$ cat src/rtl/pipe_pkg.sv
// Shared definitions for the five-stage MIPS pipeline: control-bundle layout,
// register-address width and the decode-stage opcodes.
package pipe_pkg;

    localparam int unsigned CTRL_W     = 9;
    localparam int unsigned REG_ADDR_W = 5;

    localparam int unsigned CTRL_ALUSRC   = 0;
    localparam int unsigned CTRL_ALUOP_LO = 1;
    localparam int unsigned CTRL_ALUOP_HI = 2;
    localparam int unsigned CTRL_REGDST   = 3;
    localparam int unsigned CTRL_BRANCH   = 4;
    localparam int unsigned CTRL_MEMREAD  = 5;
    localparam int unsigned CTRL_MEMWRITE = 6;
    localparam int unsigned CTRL_REGWRITE = 7;
    localparam int unsigned CTRL_MEMTOREG = 8;

    typedef enum logic [5:0] {
        OP_RTYPE = 6'b000000,
        OP_ADDI  = 6'b001000,
        OP_LW    = 6'b100011,
        OP_SW    = 6'b101011,
        OP_BEQ   = 6'b000100,
        OP_J     = 6'b000010
    } opcode_e;

endpackage

$ cat src/rtl/load_use_hazard.sv
// Load-use hazard detector: a load in EX whose destination is read by the
// instruction in ID forces a one-cycle bubble unless that instruction is flushed.
module load_use_hazard
    import pipe_pkg::*;
(
    input  logic                  ex_memread,
    input  logic [REG_ADDR_W-1:0] ex_rt,
    input  logic [REG_ADDR_W-1:0] id_rs,
    input  logic [REG_ADDR_W-1:0] id_rt,
    input  logic                  flush,
    output logic                  hazard,
    output logic                  stall
);

    always_comb begin
        hazard = 1'b0;
        // Address compare only qualified by a load, so unknown IDs never leak out.
        if (ex_memread) begin
            hazard = (ex_rt != '0) && ((ex_rt == id_rs) || (ex_rt == id_rt));
        end
        stall = hazard && !flush;
    end

endmodule

$ cat src/rtl/id_ex_stage.sv
// ID/EX pipeline register: latches the decoded instruction, inserts bubbles on
// flush or load-use hazard, and counts bubbles with a saturating counter.
module id_ex_stage
    import pipe_pkg::*;
#(
    parameter int unsigned DATA_W = 32,
    parameter int unsigned CNT_W  = 16
) (
    input  logic                  clk_i,
    input  logic                  rst_i,
    input  logic [CTRL_W-1:0]     ctrl_i,
    input  logic                  flush_i,
    input  logic [DATA_W-1:0]     rs_data_i,
    input  logic [DATA_W-1:0]     rt_data_i,
    input  logic [DATA_W-1:0]     imm_i,
    input  logic [REG_ADDR_W-1:0] rs_addr_i,
    input  logic [REG_ADDR_W-1:0] rt_addr_i,
    input  logic [REG_ADDR_W-1:0] rd_addr_i,
    output logic [CTRL_W-1:0]     ctrl_o,
    output logic [DATA_W-1:0]     rs_data_o,
    output logic [DATA_W-1:0]     rt_data_o,
    output logic [DATA_W-1:0]     imm_o,
    output logic [REG_ADDR_W-1:0] rs_addr_o,
    output logic [REG_ADDR_W-1:0] rt_addr_o,
    output logic [REG_ADDR_W-1:0] rd_addr_o,
    output logic                  stall_o,
    output logic [CNT_W-1:0]      bubble_cnt_o
);

    logic [CTRL_W-1:0]     ctrl_q,    ctrl_d;
    logic [DATA_W-1:0]     rs_data_q, rs_data_d;
    logic [DATA_W-1:0]     rt_data_q, rt_data_d;
    logic [DATA_W-1:0]     imm_q,     imm_d;
    logic [REG_ADDR_W-1:0] rs_addr_q, rs_addr_d;
    logic [REG_ADDR_W-1:0] rt_addr_q, rt_addr_d;
    logic [REG_ADDR_W-1:0] rd_addr_q, rd_addr_d;
    logic [CNT_W-1:0]      cnt_q,     cnt_d;
    logic                  hazard;
    logic                  bubble;

    load_use_hazard u_hazard (
        .ex_memread (ctrl_q[CTRL_MEMREAD]),
        .ex_rt      (rt_addr_q),
        .id_rs      (rs_addr_i),
        .id_rt      (rt_addr_i),
        .flush      (flush_i),
        .hazard     (hazard),
        .stall      (stall_o)
    );

    always_comb begin
        bubble    = flush_i || hazard;
        ctrl_d    = ctrl_i;
        rs_data_d = rs_data_i;
        rt_data_d = rt_data_i;
        imm_d     = imm_i;
        rs_addr_d = rs_addr_i;
        rt_addr_d = rt_addr_i;
        rd_addr_d = rd_addr_i;
        cnt_d     = cnt_q;
        if (bubble) begin
            ctrl_d    = '0;
            rs_data_d = '0;
            rt_data_d = '0;
            imm_d     = '0;
            rs_addr_d = '0;
            rt_addr_d = '0;
            rd_addr_d = '0;
            if (cnt_q != '1) begin
                cnt_d = cnt_q + 1'b1;
            end
        end
    end

    always_ff @(posedge clk_i) begin
        if (!rst_i) begin
            ctrl_q    <= '0;
            rs_data_q <= '0;
            rt_data_q <= '0;
            imm_q     <= '0;
            rs_addr_q <= '0;
            rt_addr_q <= '0;
            rd_addr_q <= '0;
            cnt_q     <= '0;
        end else begin
            ctrl_q    <= ctrl_d;
            rs_data_q <= rs_data_d;
            rt_data_q <= rt_data_d;
            imm_q     <= imm_d;
            rs_addr_q <= rs_addr_d;
            rt_addr_q <= rt_addr_d;
            rd_addr_q <= rd_addr_d;
            cnt_q     <= cnt_d;
        end
    end

    assign ctrl_o       = ctrl_q;
    assign rs_data_o    = rs_data_q;
    assign rt_data_o    = rt_data_q;
    assign imm_o        = imm_q;
    assign rs_addr_o    = rs_addr_q;
    assign rt_addr_o    = rt_addr_q;
    assign rd_addr_o    = rd_addr_q;
    assign bubble_cnt_o = cnt_q;

endmodule

$ cat config.mk
export PLATFORM = sky130hd
export DESIGN_NAME = id_ex_stage
export DESIGN_NICKNAME = d
export VERILOG_FILES = /design/src/rtl/pipe_pkg.sv /design/src/rtl/load_use_hazard.sv /design/src/rtl/id_ex_stage.sv
export SDC_FILE = /design/constraint.sdc
export NUM_CORES = 1
export LEC_CHECK = 0
export BUFFER_PORTS_ARGS = -buffer_cell sky130_fd_sc_hd__buf_2
export CORE_MARGIN = 4
export CORE_UTILIZATION = 48
export CTS_BUF_LIST = sky130_fd_sc_hd__clkbuf_2 sky130_fd_sc_hd__clkbuf_4 sky130_fd_sc_hd__clkbuf_8
export DETAILED_ROUTE_END_ITERATION = 12
export MAX_ROUTING_LAYER = met4
export PLACE_DENSITY = 0.88
export SYNTH_ARGS = -nofsm -noshare
export SYNTH_HDL_FRONTEND = slang
export SYNTH_HIERARCHICAL = 1
export SYNTH_SLANG_ARGS = --single-unit
$ cat constraint.sdc
create_clock -name clk_i -period 6.05 [get_ports clk_i]
set_clock_uncertainty 0.15 [all_clocks]
set_input_delay 1.5125 -clock clk_i [delete_from_list [all_inputs] [get_ports clk_i]]
set_output_delay 1.5125 -clock clk_i [all_outputs]
set_load 0.05 [all_outputs]
**Yosys cells after proc, flatten, opt, wreduce, memory -nomap -nowiden**

Index checks and enable logic that the tools add are counted.

- Flip-flop bits (word level): 136
- Word-level logic and storage cells: 22

- Add/sub/neg operators: 1
- Equality and inequality tests: 3
- Muxes and demuxes: 1
- Bitwise operators: 1
- Reductions and logical operators: 8

Operators by type and width:

| operator | number |
|---|---|
| $add A16 B1 Y16 const B | 1 |
| $ne A16 B16 Y1 const B | 1 |
| $eq A5 B5 Y1 | 2 |
| $reduce_bool A5 Y1 | 1 |
| $logic_and A1 B1 Y1 | 2 |
| $logic_or A1 B1 Y1 | 2 |
| $reduce_and A2 Y1 | 1 |
| $reduce_or A2 Y1 | 1 |
| $logic_not A1 Y1 | 1 |
| $mux W1 | 1 |
| $not A1 Y1 | 1 |

**Depth between registers and ports, before layout**

Gate-level depths: netlist (run 1).

- Depth in word-level cells: 6
- Mapped depth: 8

**By module**

The synthesis (run 1) kept the hierarchy.

By module, submodules not included:

| module | times used | cells an instance | area each (um2) |
|---|---|---|---|
| id_ex_stage | 1 | 363 | 4129.0 |
| load_use_hazard | 1 | 19 | 137.6 |

**Worst setup path after synthesis (run 1)**

Ideal clock, no wire load.

- Kind: input -> output
- Start: input rt_addr_i[3]
- End: output stall_o
- Arrival: 3001 ps
- Required time: 4387 ps
- Slack: 1387 ps
- Stages on the path: 4
- Buffers on the path: 0
- Path through: xor2_1 -> nor3_1 -> a22oi_1 -> nor3_1

- Word-level cells in the longest chain between the ends: 5

RTL lines:

| item | line | RTL |
|---|---|---|
| start, declared | id_ex_stage.sv:17 | `input logic [REG_ADDR_W-1:0] rt_addr_i,` |
| $eq A5 B5 Y1 | load_use_hazard.sv:19 | `hazard = (ex_rt != '0) && ((ex_rt == id_rs) \|\| (ex_rt == id_rt));` |
| $logic_or A1 B1 Y1 | load_use_hazard.sv:19 |  |
| $logic_and A1 B1 Y1 | load_use_hazard.sv:19 |  |
| $mux W1 | load_use_hazard.sv:18 | `if (ex_memread) begin` |
| $logic_and A1 B1 Y1 | load_use_hazard.sv:21 | `stall = hazard && !flush;` |
| end, declared | id_ex_stage.sv:26 | `output logic stall_o,` |

Every way passes these cells.

**Worst setup path after layout (run 1)**

- Start: input rs_addr_i[2]
- End: output stall_o

- Word-level cells in the longest chain between the ends: 5

RTL lines:

| item | line | RTL |
|---|---|---|
| start, declared | id_ex_stage.sv:16 | `input logic [REG_ADDR_W-1:0] rs_addr_i,` |
| $eq A5 B5 Y1 | load_use_hazard.sv:19 |  |
| $logic_or A1 B1 Y1 | load_use_hazard.sv:19 |  |
| $logic_and A1 B1 Y1 | load_use_hazard.sv:19 |  |
| $mux W1 | load_use_hazard.sv:18 |  |
| $logic_and A1 B1 Y1 | load_use_hazard.sv:21 |  |

Every way passes these cells.

==> results of run 1 <==
==> registers in the layout, indices dropped and copies added, names as in the netlist <==
register / count
ctrl_o: 9
rd_addr_o: 5
rs_data_o: 32
imm_o: 32
rs_addr_o: 5
rt_data_o: 32
bubble_cnt_o: 16
rt_addr_o: 5
==> path summary, 6_finish.rpt <==
path                                       start                to  slack, ns  depth (start not counted)
worst max-delay path                rs_addr_i[2]           stall_o       1.74                          6
worst min-delay path            bubble_cnt_o[11]  bubble_cnt_o[11]       0.37                          2
worst max register to register      rt_addr_o[1]  bubble_cnt_o[12]       2.71                          8
worst min register to register  bubble_cnt_o[11]  bubble_cnt_o[11]       0.37                          2
==> critical path: stages <==
cell	delay, ns
buf_2	0.11
xor2_1	0.15
nor3_1	0.20
a22oi_1	0.12
nor3_1	0.23
buf_2	0.32
==> synth_stat cells <==
master / n
nand3_1: 3
a21o_1: 1
or3_1: 3
nor2_1: 7
nand2_1: 12
o311ai_0: 1
nor4_4: 1
and2_1: 1
a22oi_1: 1
o21ai_1: 1
ha_1: 1
dfxtp_1: 136
nand2b_1: 3
nand4_1: 3
o41ai_1: 2
nor3_2: 1
inv_1: 4
clkbuf_1: 26
mux2i_1: 6
o211a_1: 2
buf_2: 2
o21ai_0: 3
and4_1: 1
nor3_1: 3
or2_1: 1
and4_4: 1
or4_1: 3
nor4_1: 4
and3_1: 121
a31oi_1: 1
o21ai_2: 1
a2111oi_4: 1
o211ai_1: 1
xor2_1: 10
xnor2_1: 1
nand4_2: 2
o221a_2: 1
a21oi_1: 6
nand3_2: 1
clkinv_1: 1
o31ai_1: 2
==> routing by layer <==
metal / GRT usage / part of all wire / routed length [um] / vias up
met4: 0.0787 / 0.016 / 190 / 0
met5: - / 0 / 0 / -
met2: 0.389 / 0.51 / 6120 / 194
li1: - / - / - / 1849
met3: 0.0689 / 0.091 / 1100 / 17
met1: 0.254 / 0.39 / 4700 / 1704
==> per-stage QoR <==
step / hold WS, ns / utilization
global route: 0.394 / 0.695
finish: 0.369 / 0.695
detailed placement: 0.353 / 0.647
CTS: 0.366 / 0.695
global placement: 0.345 / 0.647
floorplan: 0.549 / -
==> logic make-up (layout without fill, tap and decap cells) <==
group,after synthesis,after routing,synth area share
and+or+nand+nor,171,171,0.249
adders and majority gates,1,1,0.00293
AOI/OAI and AO/OA,24,24,0.0440
muxes,6,6,0.0141
DFF,136,136,0.638
buffers and inverters,33,298,0.0296
xor gates and xnor gates,11,11,0.0226
==> power breakdown <==
part / internal (mW) / total (mW) / switching [mW]
registers: 0.928 / 0.939 / 0.0112
logic: 0.0720 / 0.251 / 0.179
clock network: 0.402 / 0.771 / 0.369
total: 1.40 / 1.96 / 0.559
==> cell type report <==
type	count	area, um^2	share of cell area
clock buffer	19	262	0.0433
clock inverter	13	159	0.0263
inverter	5	18.8	0.00311
multi-input combinational	213	1430	0.236
sequential	136	2720	0.451
tap	108	135	0.0224
timing repair buffer	261	1310	0.217
==> results.sh, run 1 <==
export IMPL_synth_area_um2=4270
export IMPL_coreArea_um2=8680
export IMPL_ctsResizeCount=0
export IMPL_drv_cap=0
export IMPL_die_x_um=102
export IMPL_period_minus_slack_ns=4.31
export IMPL_areaGrowthSynthToFinish_pct=41.4
export IMPL_ir_worst_vdd_mv=0.159
export IMPL_place_area_um2=5610
export IMPL_slew_viol_final=0
export IMPL_crit_type="in2out"
export IMPL_min_path_type="reg2reg"
export IMPL_worstSetupEndpointType="output pin"
export IMPL_final_hold_viol_count=0
export IMPL_postCtsHoldBufs=0
export IMPL_cts_buffer_depth=2
export IMPL_clk_pin_slew_ns=0.08
export IMPL_synthesis_instances=382
export IMPL_grt_remaining_overflow=0
export IMPL_wl_per_cell_um=16.0
export IMPL_grt_pass1_wl_mm=18.0
export IMPL_rows=34
export IMPL_p_leak_nw=3.45
export IMPL_die_area_um2=10500
export IMPL_syn_num_nets=506
export IMPL_fin_cells=755
export IMPL_crit_fanout=2
export IMPL_crit_arrival_ns=2.65
export IMPL_dp_cells=723
export IMPL_fin_crit_sh=0.713
export IMPL_clkLatencyLatePin_ns=0.41
export IMPL_port_buffers=259
export IMPL_initial_core_util=0.492
export IMPL_p_per_area_nw_per_um2=325
export IMPL_routed_wl_mm=12.1
export IMPL_status="complete, no violations"
export IMPL_layout_cells_most_common="buf_2"
export IMPL_slew_headroom=0.215
export IMPL_fin_nets=758
export IMPL_vias=3764
export IMPL_synth_area_leaders="dfxtp_1 (64%), and3_1 (18%), clkbuf_1 (2.3%)"
export IMPL_io_pins=260
export IMPL_die_y_um=102
export IMPL_synth_area_per_cell_um2=11.2
export IMPL_start_kind="input pin"
export IMPL_setup_viol=0
export IMPL_cts_sinks=136
export IMPL_ys_seq_area_frac=0.638
export IMPL_max_freq_mhz=232
export IMPL_diodes=0
export IMPL_grtUsageTotal=0.228
export IMPL_tns_ns=0
export IMPL_tritoncts_num_buffers=17
export IMPL_required_ns=4.39
export IMPL_tightest_slew_ns=1.17
export IMPL_post_cts_buffers=0
export IMPL_h_tree_depth=4
export IMPL_antenna_found_initial=0
export IMPL_synth_distinct_cells=41
export IMPL_final_cell_mix="buf_2 (259), dfxtp_1 (136), and3_1 (121)"
export IMPL_pre_cts_slack_ns=1.73
export IMPL_first_iter_violations=112
export IMPL_antenna_left=0
export IMPL_yosysWarningCount=6
export IMPL_globalplace_congestion=0.910
export IMPL_setup_slack_ns=1.74
export IMPL_power_total_mw=1.96
export IMPL_dr_pass1_iters=6
export IMPL_synth_area_leader_cell="dfxtp_1"
export IMPL_cts_tree="done"
export IMPL_ys_seq_elements=136
export IMPL_grt_max_degree=78
export IMPL_grt_pass1_vias=3652
export IMPL_route_detailed_drc=0
export IMPL_netlist_area_leader_share=0.638
export IMPL_dp_hpwl_mm=9.04
export IMPL_rsz0062_at_grt="no"
export IMPL_fillCellCount=639
export IMPL_root_buffer="clkbuf_8"
export IMPL_drive_above_1_share=0.468
export IMPL_final_cell_area_um2=6030
export IMPL_vias_per_cell=4.99
No activity file was read; power rests on OpenSTA's default activity.
==> run 2: changes to the inputs <==
--- a/config.mk
+++ b/config.mk
@@ -7,11 +7,11 @@
 export LEC_CHECK = 0
 export BUFFER_PORTS_ARGS = -buffer_cell sky130_fd_sc_hd__buf_2
 export CORE_MARGIN = 4
-export CORE_UTILIZATION = 48
+export CORE_UTILIZATION = 40
 export CTS_BUF_LIST = sky130_fd_sc_hd__clkbuf_2 sky130_fd_sc_hd__clkbuf_4 sky130_fd_sc_hd__clkbuf_8
 export DETAILED_ROUTE_END_ITERATION = 12
 export MAX_ROUTING_LAYER = met4
-export PLACE_DENSITY = 0.88
+export PLACE_DENSITY = 0.78
 export SYNTH_ARGS = -nofsm -noshare
 export SYNTH_HDL_FRONTEND = slang
 export SYNTH_HIERARCHICAL = 1
==> constraint.sdc (replaced) <==
create_clock -name clk_i -period 3.83 [get_ports clk_i]
set_clock_uncertainty 0.15 [all_clocks]
set_input_delay 0.9575 -clock clk_i [delete_from_list [all_inputs] [get_ports clk_i]]
set_output_delay 0.9575 -clock clk_i [all_outputs]
set_load 0.05 [all_outputs]
==> results.sh, run 2 (synthesized netlist as in run 1, its figures left out) <==
export IMPL_status="complete, no violations"
export IMPL_initial_core_util=0.411
export IMPL_tightest_slew_ns=1.05
export IMPL_post_cts_buffers=0
export IMPL_routed_wl_mm=12.2
export IMPL_cts_sinks=136
export IMPL_crit_type="in2out"
export IMPL_route_detailed_drc=0
export IMPL_seq_area_um2=2720
export IMPL_setup_slack_ns=0.707
export IMPL_dr_pass1_iters=4
export IMPL_min_path_type="reg2reg"
export IMPL_cts_tree="done"
export IMPL_die_x_um=111
export IMPL_grt_remaining_overflow=0
export IMPL_final_cell_mix="buf_2 (259), dfxtp_1 (136), and3_1 (121)"
export IMPL_grt_pass1_wl_mm=19.4
export IMPL_p_per_area_nw_per_um2=501
export IMPL_drive_above_1_share=0.469
export IMPL_globalplace_congestion=0.866
export IMPL_layout_cells_most_common="buf_2"
export IMPL_diodes=0
export IMPL_slew_viol_final=0
export IMPL_slew_headroom=0.299
export IMPL_die_y_um=111
export IMPL_rsz0062_at_grt="no"
export IMPL_cts_buffer_depth=2
export IMPL_p_leak_nw=3.44
export IMPL_power_frac_comb=0.131
export IMPL_fin_crit_sh=0.815
export IMPL_seqPwrFrac=0.489
export IMPL_wl_per_cell_um=15.5
export IMPL_dp_hpwl_mm=9.27
export IMPL_final_hold_viol_count=0
export IMPL_period_minus_slack_ns=3.12
export IMPL_clock_power_share=0.380
export IMPL_rows=37
export IMPL_required_ns=2.72
export IMPL_tritoncts_num_buffers=17
export IMPL_p_sw_mw=0.909
export IMPL_grtUsageTotal=0.200
export IMPL_grt_max_degree=67
export IMPL_antenna_found_initial=0
export IMPL_fin_nets=759
export IMPL_die_area_um2=12400
export IMPL_worstSetupEndpointType="output pin"
export IMPL_power_total_mw=3.03
export IMPL_pre_cts_slack_ns=0.355
export IMPL_max_freq_mhz=320
export IMPL_final_util=0.583
export IMPL_antenna_left=0
export IMPL_crit_fanout=2
export IMPL_start_kind="input pin"
export IMPL_coreArea_um2=10400
export IMPL_grt_pass1_vias=3806
export IMPL_min_from="bubble_cnt_o[11]"
export IMPL_clk_pin_slew_ns=0.08
export IMPL_port_buffers=259
export IMPL_h_tree_depth=4
export IMPL_hold_slack_ns=0.362
export IMPL_switching_share=0.300
export IMPL_tns_ns=0
export IMPL_root_buffer="clkbuf_8"
export IMPL_drv_cap=0
export IMPL_crit_start="rs_addr_i[2]"
export IMPL_multi_input_area_um2=1430
export IMPL_setup_viol=0
export IMPL_crit_arrival_ns=2.02
export IMPL_fillCellCount=893
export IMPL_clkLatencyLatePin_ns=0.42
export IMPL_power_internal_mw=2.12
export IMPL_ctsResizeCount=0
export IMPL_regToRegStartpoint="rt_addr_o[1]"
export IMPL_postCtsHoldBufs=0
export IMPL_ir_worst_vdd_mv=0.245
export IMPL_areaGrowthSynthToFinish_pct=41.7
export IMPL_first_iter_violations=235
export IMPL_vias=3743
export IMPL_io_pins=260
export IMPL_vias_per_cell=4.77
-- run 2: cell count changes in the layout (fill, tap and decap cells not counted) --
cell       previous run  this run
buf_4                 2         3
bufinv_16             2         1
clkbuf_8             19        17
clkinv_2              0         1
clkinv_4              2         1
inv_6                 5         6
inv_8                 2         4
-- run 2: per-layer routing --
metal  up-vias  GRT usage  wire length [um]
met5         -          -                 0
met4         0     0.0616               165
met3        15     0.0726              1140
met2       190      0.312              5710
met1      1684      0.244              5170
li1       1854          -                 -
-- run 2: worst paths after layout --
path | endpoint | slack [ns] | cells past startpoint
setup / recovery | stall_o | 0.71 | 6
setup reg to reg | rs_data_o[6] | 0.80 | 6
hold reg to reg | bubble_cnt_o[11] | 0.36 | 2
hold / removal | bubble_cnt_o[11] | 0.36 | 2
-- run 2: final cells by class --
class / instances / area share
sequential: 136 / 0.450
multi-input combinational: 213 / 0.236
timing repair buffer: 262 / 0.218
clock buffer: 17 / 0.0387
tap: 136 / 0.0281
clock inverter: 15 / 0.0259
inverter: 5 / 0.00310
-- run 2: stage by stage --
step	instance area [um^2]	cells
floorplan	4270	382
global placement	5660	752
detailed placement	5660	752
CTS	6050	784
global route	6050	784
finish	6050	784
-- run 2: power groups by stage --
| stage | clock network (mW) | registers, mW | logic (mW) |
|---|---|---|---|
| 3_5_place_dp | 0 | 1.52 | 0.398 |
| 5_1_grt | 1.26 | 1.49 | 0.421 |
| 4_1_cts | 1.18 | 1.48 | 0.398 |
| 3_3_place_gp | 0 | 1.52 | 0.393 |
| 2_1_floorplan | 0 | 1.71 | 0.0751 |
| 6_report | 1.15 | 1.48 | 0.396 |
-- run 2: worst max-delay path, cell delays in order --
cell and delay (ns):
buf_2 0.11, xor2_1 0.16, nor3_1 0.19, a22oi_1 0.11
nor3_1 0.18, buf_2 0.30
